==> src/rtl/pipe_hazard_ctrl_pkg.sv <==
// Shared pipeline-control definitions: Tuse/Tnew encodings, MDU FSM states, handler entry PC.
// Latency: n/a (declarations only).
// Backpressure: n/a.
package pipe_pkg;

  // Tuse: cycles until D needs the operand; TUSE_NONE means the operand is not read.
  localparam logic [1:0] TUSE_0    = 2'd0;
  localparam logic [1:0] TUSE_1    = 2'd1;
  localparam logic [1:0] TUSE_2    = 2'd2;
  localparam logic [1:0] TUSE_NONE = 2'd3;

  // Tnew: cycles until a producer's result can be forwarded.
  localparam logic [1:0] TNEW_0 = 2'd0;
  localparam logic [1:0] TNEW_1 = 2'd1;
  localparam logic [1:0] TNEW_2 = 2'd2;

  localparam int MD_CNT_W = 4;

  typedef enum logic {
    MD_IDLE = 1'b0,
    MD_BUSY = 1'b1
  } md_state_t;

  localparam logic [31:0] EXC_PC_DEFAULT = 32'h0000_4180;

endpackage

==> src/rtl/pipe_hazard_ctrl_if.sv <==
// Bundle between the datapath (master) and the hazard controller (slave).
// Latency: n/a (wires only).
// Backpressure: stall_fd/flush_e hold and bubble the front end; req overrides both.
// Ports: D-stage operand info, E/M producer info, MDU start, exception request in;
//        stall_fd, flush_e, req, exc_pc, md_busy out of the controller.
interface pipe_hazard_ctrl_if;
  import pipe_pkg::*;

  logic [4:0]  d_rs;
  logic [4:0]  d_rt;
  logic [1:0]  d_tuse_rs;
  logic [1:0]  d_tuse_rt;
  logic        d_is_md;
  logic [4:0]  e_wa;
  logic [1:0]  e_tnew;
  logic [4:0]  m_wa;
  logic [1:0]  m_tnew;
  logic        e_md_start;
  logic        e_md_div;
  logic        m_exc_req;
  logic        stall_fd;
  logic        flush_e;
  logic        req;
  logic [31:0] exc_pc;
  logic        md_busy;

  // Datapath side.
  modport master (
    output d_rs, d_rt, d_tuse_rs, d_tuse_rt, d_is_md,
    output e_wa, e_tnew, m_wa, m_tnew,
    output e_md_start, e_md_div, m_exc_req,
    input  stall_fd, flush_e, req, exc_pc, md_busy
  );

  // Controller side.
  modport slave (
    input  d_rs, d_rt, d_tuse_rs, d_tuse_rt, d_is_md,
    input  e_wa, e_tnew, m_wa, m_tnew,
    input  e_md_start, e_md_div, m_exc_req,
    output stall_fd, flush_e, req, exc_pc, md_busy
  );
endinterface

==> src/rtl/pipe_hazard_ctrl_md_busy_tracker.sv <==
// Tracks the multi-cycle mult/div unit: loads a cycle count on start, counts down to idle.
// Latency: busy rises one cycle after start and stays high for exactly the loaded count.
// Backpressure: a start that is cancelled, or arrives while busy, is dropped (no reload).
// Ports: clk, reset (sync, active-high), start, is_div, cancel in; busy out.
module md_busy_tracker
  import pipe_pkg::*;
#(
  parameter int MULT_CYCLES = 5,
  parameter int DIV_CYCLES  = 10
) (
  input  logic clk,
  input  logic reset,
  input  logic start,
  input  logic is_div,
  input  logic cancel,
  output logic busy
);

  if (DIV_CYCLES > 15 || DIV_CYCLES < 1 || MULT_CYCLES > 15 || MULT_CYCLES < 1) begin : g_bad_cycles
    $error("md_busy_tracker: cycle counts must be in 1..15 to fit the 4-bit counter");
  end

  md_state_t             state, state_nxt;
  logic [MD_CNT_W-1:0]   cnt, cnt_nxt;

  always_ff @(posedge clk) begin
    if (reset) begin
      state <= MD_IDLE;
      cnt   <= '0;
    end else begin
      state <= state_nxt;
      cnt   <= cnt_nxt;
    end
  end

  always_comb begin
    state_nxt = state;
    cnt_nxt   = cnt;
    case (state)
      MD_IDLE: begin
        // A start flushed by an exception in the same cycle never reaches the unit.
        if (start && !cancel) begin
          state_nxt = MD_BUSY;
          cnt_nxt   = is_div ? MD_CNT_W'(DIV_CYCLES) : MD_CNT_W'(MULT_CYCLES);
        end
      end
      MD_BUSY: begin
        // Keeps counting through exceptions: the operation already issued completes.
        cnt_nxt = cnt - 1'b1;
        if (cnt == MD_CNT_W'(1)) state_nxt = MD_IDLE;
      end
      default: state_nxt = MD_IDLE;
    endcase
  end

  assign busy = (cnt != '0);

endmodule

==> src/rtl/pipe_hazard_ctrl.sv <==
// Stall/flush sequencer for the pipeline registers: Tuse/Tnew hazards, MDU wait, exception flush.
// Latency: stall_fd/flush_e/req combinational same-cycle; md_busy one cycle after e_md_start.
// Backpressure: stall holds PC and F/D and bubbles D/E; req overrides stall and flushes everything.
// Ports: clk, reset (sync, active-high), hz (slave side of pipe_hazard_ctrl_if).
module pipe_hazard_ctrl
  import pipe_pkg::*;
#(
  parameter int          MULT_CYCLES = 5,
  parameter int          DIV_CYCLES  = 10,
  parameter logic [31:0] EXC_PC      = EXC_PC_DEFAULT
) (
  input  logic           clk,
  input  logic           reset,
  pipe_hazard_ctrl_if.slave hz
);

  logic hz_rs, hz_rt, hz_md, stall, md_busy;

  // A producer hazards an operand only if its result arrives later than the operand is needed.
  // $0 never hazards: it is hard-wired and any "write" to it is discarded.
  assign hz_rs = (hz.d_rs != 5'd0) &&
                 (((hz.d_rs == hz.e_wa) && (hz.e_tnew > hz.d_tuse_rs)) ||
                  ((hz.d_rs == hz.m_wa) && (hz.m_tnew > hz.d_tuse_rs)));

  assign hz_rt = (hz.d_rt != 5'd0) &&
                 (((hz.d_rt == hz.e_wa) && (hz.e_tnew > hz.d_tuse_rt)) ||
                  ((hz.d_rt == hz.m_wa) && (hz.m_tnew > hz.d_tuse_rt)));

  // e_md_start covers the cycle before the counter has loaded.
  assign hz_md = hz.d_is_md && (md_busy || hz.e_md_start);

  assign stall = hz_rs | hz_rt | hz_md;

  // The exception flush clears every stage, so holding anything would only re-fetch stale state.
  assign hz.req      = hz.m_exc_req;
  assign hz.stall_fd = stall & ~hz.req;
  assign hz.flush_e  = stall & ~hz.req;
  assign hz.exc_pc   = EXC_PC;
  assign hz.md_busy  = md_busy;

  md_busy_tracker #(
    .MULT_CYCLES (MULT_CYCLES),
    .DIV_CYCLES  (DIV_CYCLES)
  ) u_md (
    .clk    (clk),
    .reset  (reset),
    .start  (hz.e_md_start),
    .is_div (hz.e_md_div),
    .cancel (hz.req),
    .busy   (md_busy)
  );

endmodule

==> src/flat_wrapper.sv <==
// flat-port wrapper written by rule: the top's interface ports become plain ports
module pipe_hazard_ctrl_flat import pipe_pkg::*;
#(
  parameter int          MULT_CYCLES = 5,
  parameter int          DIV_CYCLES  = 10,
  parameter logic [31:0] EXC_PC      = EXC_PC_DEFAULT
)
  (clk, reset, hz_d_rs, hz_d_rt, hz_d_tuse_rs, hz_d_tuse_rt, hz_d_is_md, hz_e_wa, hz_e_tnew, hz_m_wa, hz_m_tnew, hz_e_md_start, hz_e_md_div, hz_m_exc_req, hz_stall_fd, hz_flush_e, hz_req, hz_exc_pc, hz_md_busy);
  pipe_hazard_ctrl_if hz_i ();
  input  logic clk;
  input  logic reset;
  input wire logic [$bits(hz_i.d_rs)-1:0] hz_d_rs;
  input wire logic [$bits(hz_i.d_rt)-1:0] hz_d_rt;
  input wire logic [$bits(hz_i.d_tuse_rs)-1:0] hz_d_tuse_rs;
  input wire logic [$bits(hz_i.d_tuse_rt)-1:0] hz_d_tuse_rt;
  input wire logic [$bits(hz_i.d_is_md)-1:0] hz_d_is_md;
  input wire logic [$bits(hz_i.e_wa)-1:0] hz_e_wa;
  input wire logic [$bits(hz_i.e_tnew)-1:0] hz_e_tnew;
  input wire logic [$bits(hz_i.m_wa)-1:0] hz_m_wa;
  input wire logic [$bits(hz_i.m_tnew)-1:0] hz_m_tnew;
  input wire logic [$bits(hz_i.e_md_start)-1:0] hz_e_md_start;
  input wire logic [$bits(hz_i.e_md_div)-1:0] hz_e_md_div;
  input wire logic [$bits(hz_i.m_exc_req)-1:0] hz_m_exc_req;
  output wire logic [$bits(hz_i.stall_fd)-1:0] hz_stall_fd;
  output wire logic [$bits(hz_i.flush_e)-1:0] hz_flush_e;
  output wire logic [$bits(hz_i.req)-1:0] hz_req;
  output wire logic [$bits(hz_i.exc_pc)-1:0] hz_exc_pc;
  output wire logic [$bits(hz_i.md_busy)-1:0] hz_md_busy;
  assign hz_i.d_rs = hz_d_rs;
  assign hz_i.d_rt = hz_d_rt;
  assign hz_i.d_tuse_rs = hz_d_tuse_rs;
  assign hz_i.d_tuse_rt = hz_d_tuse_rt;
  assign hz_i.d_is_md = hz_d_is_md;
  assign hz_i.e_wa = hz_e_wa;
  assign hz_i.e_tnew = hz_e_tnew;
  assign hz_i.m_wa = hz_m_wa;
  assign hz_i.m_tnew = hz_m_tnew;
  assign hz_i.e_md_start = hz_e_md_start;
  assign hz_i.e_md_div = hz_e_md_div;
  assign hz_i.m_exc_req = hz_m_exc_req;
  assign hz_stall_fd = hz_i.stall_fd;
  assign hz_flush_e = hz_i.flush_e;
  assign hz_req = hz_i.req;
  assign hz_exc_pc = hz_i.exc_pc;
  assign hz_md_busy = hz_i.md_busy;
  pipe_hazard_ctrl #(.MULT_CYCLES(MULT_CYCLES), .DIV_CYCLES(DIV_CYCLES), .EXC_PC(EXC_PC)) u_core (.clk(clk), .reset(reset), .hz(hz_i));
endmodule
==> config.mk <==
export PLATFORM = sky130hd
export DESIGN_NAME = pipe_hazard_ctrl_flat
export DESIGN_NICKNAME = d
export VERILOG_FILES = /design/src/rtl/pipe_hazard_ctrl_pkg.sv /design/src/rtl/pipe_hazard_ctrl_if.sv /design/src/rtl/pipe_hazard_ctrl_md_busy_tracker.sv /design/src/rtl/pipe_hazard_ctrl.sv /design/src/flat_wrapper.sv
export SDC_FILE = /design/constraint.sdc
export NUM_CORES = 1
export LEC_CHECK = 0
export CAP_MARGIN = 20
export CORE_ASPECT_RATIO = 1.75
export CORE_MARGIN = 1.5
export CORE_UTILIZATION = 30
export DETAILED_ROUTE_END_ITERATION = 8
export GPL_ROUTABILITY_DRIVEN = 0
export PLACE_DENSITY = 0.71
export SLEW_MARGIN = 20
export SYNTH_ARGS = -nofsm -noshare
export SYNTH_HDL_FRONTEND = slang
export SYNTH_SLANG_ARGS = --single-unit
==> constraint.sdc <==
create_clock -name clk -period 3.2 [get_ports clk]
set_clock_uncertainty 0.1 [all_clocks]
set_input_delay 0.64 -clock clk [delete_from_list [all_inputs] [get_ports clk]]
set_output_delay 0.64 -clock clk [all_outputs]
set_load 0.005 [all_outputs]
=== Yosys cells after proc, flatten, opt, wreduce, memory -nomap -nowiden ===
Cells that the tools add are included.

* Bitwise operators: 5
* Reductions and logical operators: 15
* Equality and inequality tests: 6
* Add/sub/neg operators: 1
* $lt $le $gt $ge: 4
* Mux-type cells: 6

{| class="wikitable"
|+ Operators by type and width
! cell !! count
|-
| 5-bit == test || 4
|-
| 5-bit nonzero test || 2
|-
| 2-bit greater-than comparator || 4
|-
| 1-bit logical AND || 8
|-
| 4-bit two-way mux || 2
|-
| 4-bit case mux with 2 select lines || 1
|-
| 4-bit by 1-bit == test with 1-bit output (second input constant) || 1
|-
| 4-bit nonzero test || 1
|-
| 4-bit by 1-bit subtractor with 4-bit output (second input constant) || 1
|-
| 1-bit logical OR || 3
|-
| 1-bit two-way mux || 2
|-
| 2-bit inequality test (second input constant) || 1
|-
| 1-bit NOT || 2
|-
| 1-bit OR || 2
|-
| 1-bit case mux with 2 select lines || 1
|-
| 1-bit bitwise AND || 1
|-
| 1-bit zero test || 1
|}

* Output and inout bits: 36
* Logic and storage cells: 39
* Register bits after elaboration: 5
* Input bits: 34

=== Logic depth before layout (Yosys ltp) ===
Gate-level depths: netlist (run 1).

* Depth in word-level cells: 7
* Gate-level depth with buffers: 8
* Mapped depth without buffers: 7

=== Modules after synthesis ===
From an unflattened synthesis (run 1), not the netlist that was laid out.

* Cell total of the unflattened synthesis: 129
* Area, all modules: 1031.0 um2

{| class="wikitable"
|+ By module, submodules not included
! module !! cells an instance !! area each (um2) !! times used !! seq. area each (um2)
|-
| pipe_hazard_ctrl || 94 || 708.2 || 1 || 0.0
|-
| md_busy_tracker || 35 || 322.8 || 1 || 100.1
|}

=== Worst setup path before layout (run 1) ===
No wires, ideal clock.

* Kind: in2out
* Start: in hz_d_tuse_rt[1]
* End: out hz_stall_fd
* Arrival time: 1.742 ns
* Buffers on the path: 1
* Required time: 2.460 ns
* Setup slack: 0.718 ns
* Cell stages on the path: 8
* Cells stage by stage: inv_1 -> ha_1 -> nand2_1 -> nand4_1 -> nor4_1 -> o221ai_1 -> nand3_1 -> buf_4

* Longest elaborated chain between the ends: 7
* Elaborated cells between the ends (all ways): 9
* Classes of those cells: 2 x order compare; 3 x bitwise; 4 x reduce/logical

{| class="wikitable"
|+ RTL lines
! what !! RTL line !! source
|-
| from (decl) || flat_wrapper.sv:15 || <nowiki>input wire logic [$bits(hz_i.d_tuse_rt)-1:0] hz_d_tuse_rt;</nowiki>
|-
| 2-bit greater-than comparator (on tied branches) || pipe_hazard_ctrl.sv:26, pipe_hazard_ctrl.sv:27 ||
|-
| 1-bit logical AND (on tied branches) || pipe_hazard_ctrl.sv:26, pipe_hazard_ctrl.sv:27 ||
|-
| 1-bit logical OR (*) || pipe_hazard_ctrl.sv:26 || <nowiki>(((hz.d_rt == hz.e_wa) && (hz.e_tnew > hz.d_tuse_rt)) ||</nowiki>
|-
| 1-bit logical AND (*) || pipe_hazard_ctrl.sv:25 || <nowiki>assign hz_rt = (hz.d_rt != 5'd0) &&</nowiki>
|-
| 1-bit OR (*) (2 in a row) || pipe_hazard_ctrl.sv:32 || <nowiki>assign stall = hz_rs | hz_rt | hz_md;</nowiki>
|-
| 1-bit bitwise AND (*) || n/a ||
|-
| to (decl) || flat_wrapper.sv:24 || <nowiki>output wire logic [$bits(hz_i.stall_fd)-1:0] hz_stall_fd;</nowiki>
|}

Mark *: on every way between the ends. The rest lies on a longest branch, timed or not.

=== Worst setup path in the final report (run 1) ===
* Start: in hz_d_tuse_rs[1]
* End: out hz_stall_fd

* Longest elaborated chain between the ends: 7
* Elaborated cells between the ends (all ways): 9
* Classes of those cells: 2 x order compare; 3 x bitwise; 4 x reduce/logical

{| class="wikitable"
|+ RTL lines
! what !! RTL line !! source
|-
| from (decl) || flat_wrapper.sv:14 || <nowiki>input wire logic [$bits(hz_i.d_tuse_rs)-1:0] hz_d_tuse_rs;</nowiki>
|-
| 2-bit greater-than comparator (on tied branches) || pipe_hazard_ctrl.sv:22, pipe_hazard_ctrl.sv:23 ||
|-
| 1-bit logical AND (on tied branches) || pipe_hazard_ctrl.sv:22, pipe_hazard_ctrl.sv:23 ||
|-
| 1-bit logical OR (*) || pipe_hazard_ctrl.sv:22 || <nowiki>(((hz.d_rs == hz.e_wa) && (hz.e_tnew > hz.d_tuse_rs)) ||</nowiki>
|-
| 1-bit logical AND (*) || pipe_hazard_ctrl.sv:21 || <nowiki>assign hz_rs = (hz.d_rs != 5'd0) &&</nowiki>
|-
| 1-bit OR (*) (2 in a row) || pipe_hazard_ctrl.sv:32 ||
|-
| 1-bit bitwise AND (*) || pipe_hazard_ctrl.sv:36 || <nowiki>assign hz.stall_fd = stall & ~hz.req;</nowiki>
|}

Marks and branches as above.

==> summary.txt, run 1 <==
Outcome
  – Result of the run: complete, no violations

STA
  – Setup repair after global routing missed its margin: false
  – Post-route minimum period: 3080 ps
  – Pins Over Slew Limit: 0
  – Number of failing setup endpoints in the final timing report: 0
  – Final worst path period share: 96.3%
  – Total negative slack: 0 ps
  – F_max: 0.325 GHz
  – Hold violation total from the final report: 0

Yosys
  – Cell types with the highest counts after synthesis: sky130_fd_sc_hd__buf_4 (34), sky130_fd_sc_hd__xnor2_1 (13), sky130_fd_sc_hd__ha_1 (11)
  – Largest area contributor in the synthesized netlist: sky130_fd_sc_hd__buf_4
  – Main area contributors after synthesis: sky130_fd_sc_hd__buf_4 (26%), sky130_fd_sc_hd__ha_1 (14%), sky130_fd_sc_hd__xnor2_1 (11%), sky130_fd_sc_hd__dfxtp_1 (10%), sky130_fd_sc_hd__xor2_1 (6.1%)
  – Area share of the leading cell type in the synthesized netlist: 25.6%
  – Share of flip-flops with an asynchronous set or reset: 0%
  – Area of the mapped netlist: 998 um2
  – Sequential element share of the synthesized area: 10.0%
  – Avg Cell Area, Syn: 7.80 um2
  – Library cells used by synthesis: 29
  – Post-synthesis cell count: 128
  – Yosys Warn Count: 0
  – Most common cell in the synthesized netlist: sky130_fd_sc_hd__buf_4
  – Post-synth top flop: sky130_fd_sc_hd__dfxtp_1
  – Flops & latches, synth: 5
  – Number of enable flip-flop cells after synthesis: 0

Worst setup path
  – Kind of end point of the critical path: output port
  – Setup slack, reg-to-reg: 1950 ps
  – Crit path DAT: 2340 ps
  – Sort of element at the start of the critical path: input port
  – Class of the most critical setup path: input port to output port
  – Crit path max fanout: 2
  – Data required time of the critical path: 2460 ps

Placement
  – Input/output buffers: 37
  – # placed instances: 212
  – Instance area at placement: 1340 um2
  – Detailed-placement wirelength estimate: 1980 um

Cells and area
  – Fin cells: 216
  – Finished Cell Area: 1410 um2
  – Core utilization of the finished layout: 44.4%
  – Layout cell share with drive strength beyond 1: 12.1%
  – Diode count: 0
  – Area added between synthesis and finish: 41.2%
  – Final net count: 219

Power and ir drop
  – Cell Pwr Density: 253 nW/um2
  – Total leakage power: 0.610 nW
  – Peak VDD IR: 0.271 mV

Run
  – Count of maximum capacitance violations: 0

Detailed routing
  – Final wirelength: 2250 um
  – # DRC: 0
  – Via-per-instance ratio: 4.32
  – Number of antenna-violating nets in the routed design: 0
  – Total number of vias: 933
  – Post-detailed-route wirelength per cell: 10.4 um
  – First-pass iteration count of the detailed router: 4
  – DRT iter0 DRCs: 3

Die
  – Horizontal die dimension: 46.6 um
  – Height of the die: 79.3 um
  – Number of top-level pins: 70
  – Effective utilization at floorplan: 31.4%
  – Placeable core region: 3180 um2
  – Number of placement rows: 27
  – Area enclosed by the die boundary: 3700 um2

Clocking
  – Clock sinks: 5
  – Clock-pin slew on the worst setup and hold paths: 30 ps
  – Maximum number of buffers from clock root to sink: 2
  – CTS tree: yes
  – Clock Root Buffer: sky130_fd_sc_hd__clkbuf_8
  – Number of clock buffers inserted by TritonCTS: 3
  – H-tree depth: 1
  – Clock latency reported for the late side of the worst-skew pair: 220 ps

GRT
  – Global-route wire length before repair: 3530 um
  – Initial antenna violation count: 0
  – Vias in the first global route: 874
  – GRT Resource Usage Total: 13.1%
  – Largest net degree at the start of global routing: 10
  – Overflow left after global routing: 0

Worst hold path
  – Min-Delay Path Class: register to register
[cell usage in the layout, fill, tap and decap left out, types with 2 or more instances in the layout]
cell	Yosys	final
sky130_fd_sc_hd__a211oi_1	2	2
sky130_fd_sc_hd__nand3_1	2	2
sky130_fd_sc_hd__nor4_2	1	2
sky130_fd_sc_hd__nor4_1	3	2
sky130_fd_sc_hd__inv_1	10	9
sky130_fd_sc_hd__clkbuf_8	0	3
sky130_fd_sc_hd__o221ai_1	2	2
sky130_fd_sc_hd__conb_1	2	32
sky130_fd_sc_hd__xnor2_1	13	13
sky130_fd_sc_hd__nand4_1	3	3
sky130_fd_sc_hd__clkdlybuf4s50_1	0	35
sky130_fd_sc_hd__xor2_1	7	7
sky130_fd_sc_hd__buf_4	34	9
sky130_fd_sc_hd__ha_1	11	10
sky130_fd_sc_hd__o21ai_0	3	2
sky130_fd_sc_hd__nand2_1	5	5
sky130_fd_sc_hd__a21oi_1	6	6
sky130_fd_sc_hd__dfxtp_1	5	5
sky130_fd_sc_hd__nor2_1	5	5
sky130_fd_sc_hd__or4_1	2	2
[repair_timing]
action,CTS,global route
gates cloned,0,0
hold buffers,0,0
pin swaps,4,5
buffers inserted,0,0
gates resized for setup,8,3
setup endpoints to repair,2,2
[area by class of cell]
| class | instances | area [um2] |
|---|---|---|
| Tap cell | 43 | 53.8 |
| Fill cell | 353 | 1770 |
| Timing Repair Buffer | 46 | 434 |
| Multi-Input combinational cell | 108 | 739 |
| Clock buffer | 4 | 45.0 |
| Sequential cell | 5 | 100 |
| Inverter | 10 | 37.5 |
[worst paths after layout]
check | startpoint | cells after the start | to
min reg2reg | u_core.u_md.cnt[3]$_SDFFE_PP0P_ | 2 | u_core.u_md.cnt[3]$_SDFFE_PP0P_
max reg2reg | u_core.u_md.state$_SDFF_PP0_ | 4 | u_core.u_md.cnt[1]$_SDFFE_PP0P_
min | u_core.u_md.cnt[3]$_SDFFE_PP0P_ | 2 | u_core.u_md.cnt[3]$_SDFFE_PP0P_
max | hz_d_tuse_rs[1] | 9 | hz_stall_fd
[per-layer routing]
metal | global-route usage, % | up-vias | part of all wire, %
met5 | 0 | - | 0
met4 | 6.11 | 0 | 2.5
met3 | 2.50 | 7 | 7.6
met2 | 25.3 | 52 | 56
met1 | 11.9 | 411 | 33
li1 | - | 463 | -
[registers in the layout, indices dropped and copies added, names as in the netlist]
signal	flops
u_core.u_md.cnt	4
u_core.u_md.state	1
[power breakdown]
part	switching [mW]	total [mW]	internal, mW
Clock	0.0318	0.117	0.0856
Combinational	0.0711	0.162	0.0911
Sequential	0.00803	0.0765	0.0685
[logic make-up (layout without fill, tap and decap cells)]
group	count (synthesis)	in the layout	share of synthesized area [%]
AOI/OAI and AO/OA	19	19	13.4
other	2	32	0.752
adders and majority gates	11	11	13.8
DFF	5	5	10.0
xor gates and xnor gates	20	20	17.5
buffers and inverters	45	60	29.8
muxes	1	1	1.00
and+or+nand+nor	25	25	13.7
[per-stage QoR]
step	worst slack [ps]	hold WS (ps)	power, mW
after floorplan	718	360	0.182
after global placement	-287	392	0.235
after detailed placement	-269	402	0.237
after CTS	0.520	407	0.359
after global routing	9.43	461	0.384
final	120	399	0.356
[worst max-delay path, cell delays in order]
cell and delay [ps]:
sky130_fd_sc_hd__clkdlybuf4s50_1 470, sky130_fd_sc_hd__inv_2 50, sky130_fd_sc_hd__ha_4 260, sky130_fd_sc_hd__nor2b_4 120, sky130_fd_sc_hd__o21ai_1 70, sky130_fd_sc_hd__a2111oi_2 220, sky130_fd_sc_hd__o221ai_1 170, sky130_fd_sc_hd__nand3_1 120
sky130_fd_sc_hd__clkdlybuf4s15_2 210
(Power assumes the default switching activity.)
==> run 2, diff against run 1 <==
--- a/config.mk
+++ b/config.mk
@@ -5,6 +5,7 @@
 export SDC_FILE = /design/constraint.sdc
 export NUM_CORES = 1
 export LEC_CHECK = 0
+export ABC_AREA = 0
 export CAP_MARGIN = 20
 export CORE_ASPECT_RATIO = 1.75
 export CORE_MARGIN = 1.5
==> results of run 2 <==
No change in the layout: final DEF, timing and power equal those of run 1.
==> run 3, diff against run 2 <==
--- a/config.mk
+++ b/config.mk
@@ -8,7 +8,7 @@
 export ABC_AREA = 0
 export CAP_MARGIN = 20
 export CORE_ASPECT_RATIO = 1.75
-export CORE_MARGIN = 1.5
+export CORE_MARGIN = 10
 export CORE_UTILIZATION = 30
 export DETAILED_ROUTE_END_ITERATION = 8
 export GPL_ROUTABILITY_DRIVEN = 0
==> run 3 against run 2 <==
Die area is 66% higher. Wire length is 22% higher. Register-to-register slack worse by 40 ps. Total power is 0.65% lower. Clock power hardly changed. Largest cell class unchanged.
==> summary.txt, run 3 (synthesis gave the netlist of run 1 again) <==
Outcome
  – Result of the run: complete, no violations

Clocking
  – Maximum number of buffers from clock root to sink: 2
  – Clock-pin slew on the worst setup and hold paths: 30 ps
  – Hold Buf Count CTS: 0
  – Clock Root Buffer: sky130_fd_sc_hd__clkbuf_8
  – H-tree depth: 1
  – Clock latency reported for the late side of the worst-skew pair: 220 ps
  – CTS tree: yes
  – Clock sinks: 5
  – Number of clock buffers inserted by TritonCTS: 3
  – Post CTS Setup Buffer Count: 0

Power and ir drop
  – Total leakage power: 0.601 nW
  – Cell Pwr Density: 256 nW/um2
  – Switching power: 0.112 mW
  – Total power of the final layout: 0.354 mW
  – Peak VDD IR: 0.215 mV
  – Share of total power in the clock network: 33.1%
  – Register share of total power: 21.7%
  – Portion of total power attributed to combinational logic: 45.2%
  – Cell Int Power: 0.242 mW
  – Sw Ratio: 31.6%

Worst setup path
  – CP Cell Sequence: clkdlybuf4s50_1 -> inv_1 -> ha_4 -> nor2b_1 -> o21ai_1 -> a2111oi_2 -> o221ai_1 -> nand3_1 -> buf_2
  – Class of the most critical setup path: input port to output port
  – CP bufs+invs: 3
  – Kind of end point of the critical path: output port
  – Data required time of the critical path: 2460 ps
  – Kind of cell with the highest combined delay on the critical path: buffers and inverters
  – Path depth of the worst reg2reg path: 4
  – Setup slack, reg-to-reg: 1910 ps
  – CP max stage cell: sky130_fd_sc_hd__clkdlybuf4s50_1
  – Crit path DAT: 2290 ps
  – Logic depth of the worst setup path including buffers: 9
  – Crit path max fanout: 2
  – Sort of element at the start of the critical path: input port
  – Largest stage delay, worst path: 450 ps

STA
  – Pins Over Slew Limit: 0
  – Final worst path period share: 94.7%
  – Hold violation total from the final report: 0
  – F_max: 0.330 GHz
  – Setup repair after global routing missed its margin: false
  – Number of failing setup endpoints in the final timing report: 0
  – Post-route minimum period: 3030 ps

Cells and area
  – Area added between synthesis and finish: 38.5%
  – Most common cell after layout, fill and taps aside: sky130_fd_sc_hd__clkdlybuf4s50_1
  – Top reg by flops: u_core.u_md.cnt
  – Final net count: 218
  – Layout cell share with drive strength beyond 1: 9.88%
  – Top flop regs: u_core.u_md.cnt (4), u_core.u_md.state (1)
  – Diode count: 0
  – Filler cell count: 354
  – Commonest non-fill, non-tap cells in the layout: sky130_fd_sc_hd__clkdlybuf4s50_1 (35), sky130_fd_sc_hd__conb_1 (32), sky130_fd_sc_hd__xnor2_1 (13)
  – Number of flip-flops in the largest register: 4
  – Fin cells: 215

Detailed routing
  – Number of antenna-violating nets in the routed design: 0
  – # DRC: 0
  – DRT iter0 DRCs: 8
  – First-pass iteration count of the detailed router: 2
  – Final wirelength: 2750 um
  – Total number of vias: 905
  – Post-detailed-route wirelength per cell: 12.8 um
  – Via-per-instance ratio: 4.21

GRT
  – Largest net degree at the start of global routing: 10
  – Initial antenna violation count: 0
  – Vias in the first global route: 1050
  – Global-route wire length before repair: 4530 um
  – Overflow left after global routing: 0
  – GRT Resource Usage Total: 8.87%

Worst hold path
  – Depth of the worst hold-timing path: 2
  – Min-Delay Path Class: register to register

Die
  – Area enclosed by the die boundary: 6130 um2
  – Horizontal die dimension: 63.6 um
  – Placeable core region: 3180 um2
  – Number of top-level pins: 70
  – Height of the die: 96.3 um
  – Number of placement rows: 27
  – Effective utilization at floorplan: 31.4%

Placement
  – # placed instances: 211
  – Detailed-placement wirelength estimate: 2420 um
  – Input/output buffers: 37

Run
  – Count of maximum capacitance violations: 0
[run 3: changes by cell type in the layout (fill, tap and decap cells not counted), sizes merged]
cell / delta
buf: +1
clkbuf: -1
clkdlybuf4s15: -1
[run 3: worst min-delay path: stages, from the launching register on]
cell                      delay, ps
sky130_fd_sc_hd__dfxtp_1        320
sky130_fd_sc_hd__o21ai_0         70
sky130_fd_sc_hd__a21oi_1         60
[run 3: layer usage]
| metal | track usage, % | vias to the layer above | part of all wire, % |
|---|---|---|---|
| met5 | 0 | - | 0 |
| met4 | 1.10 | 0 | 0.47 |
| met3 | 4.53 | 2 | 11 |
| met2 | 16.0 | 50 | 48 |
| met1 | 9.24 | 396 | 40 |
| li1 | - | 457 | - |
[run 3: through the flow]
step                      hold WS (ps)  cell area [um2]  worst slack (ps)  setup TNS (ps)  utilization [%]
after floorplan                    360             1110               718               0                -
after global placement             392             1340              -259            -518             42.0
after detailed placement           403             1340              -287            -573             42.0
after CTS                          408             1380              78.3               0             43.5
after global routing               450             1380              8.35               0             43.5
final                              406             1380               168               0             43.5
[run 3: path summary, 6_finish.rpt]
path                                      to                       startpoint
max reg2reg  u_core.u_md.cnt[1]$_SDFFE_PP0P_     u_core.u_md.state$_SDFF_PP0_
min reg2reg  u_core.u_md.cnt[3]$_SDFFE_PP0P_  u_core.u_md.cnt[3]$_SDFFE_PP0P_
min          u_core.u_md.cnt[3]$_SDFFE_PP0P_  u_core.u_md.cnt[3]$_SDFFE_PP0P_
max                               hz_flush_e                  hz_d_tuse_rs[1]
[run 3: area by class of cell]
type / count / area, um2 / share of cell area [%]
clock buffers: 4 / 45.0 / 3.26
inverters: 10 / 37.5 / 2.71
multi-input cells: 108 / 726 / 52.5
flip-flops and latches: 5 / 100 / 7.24
well taps: 43 / 53.8 / 3.89
repair buffers: 45 / 420 / 30.4
[run 3: power by group through the flow]
stage | Clock [mW] | Combinational, mW | Sequential [mW]
final | 0.117 | 0.160 | 0.0768
after global routing | 0.122 | 0.180 | 0.0779
after CTS | 0.118 | 0.159 | 0.0768
after detailed placement | 0 | 0.158 | 0.0774
after global placement | 0 | 0.157 | 0.0774
after floorplan | 0 | 0.109 | 0.0734
[run 3: repair_timing]
item	in CTS	in global routing
resized for setup	10	0
pin swaps	3	4
endpoints found under the setup margin	2	2
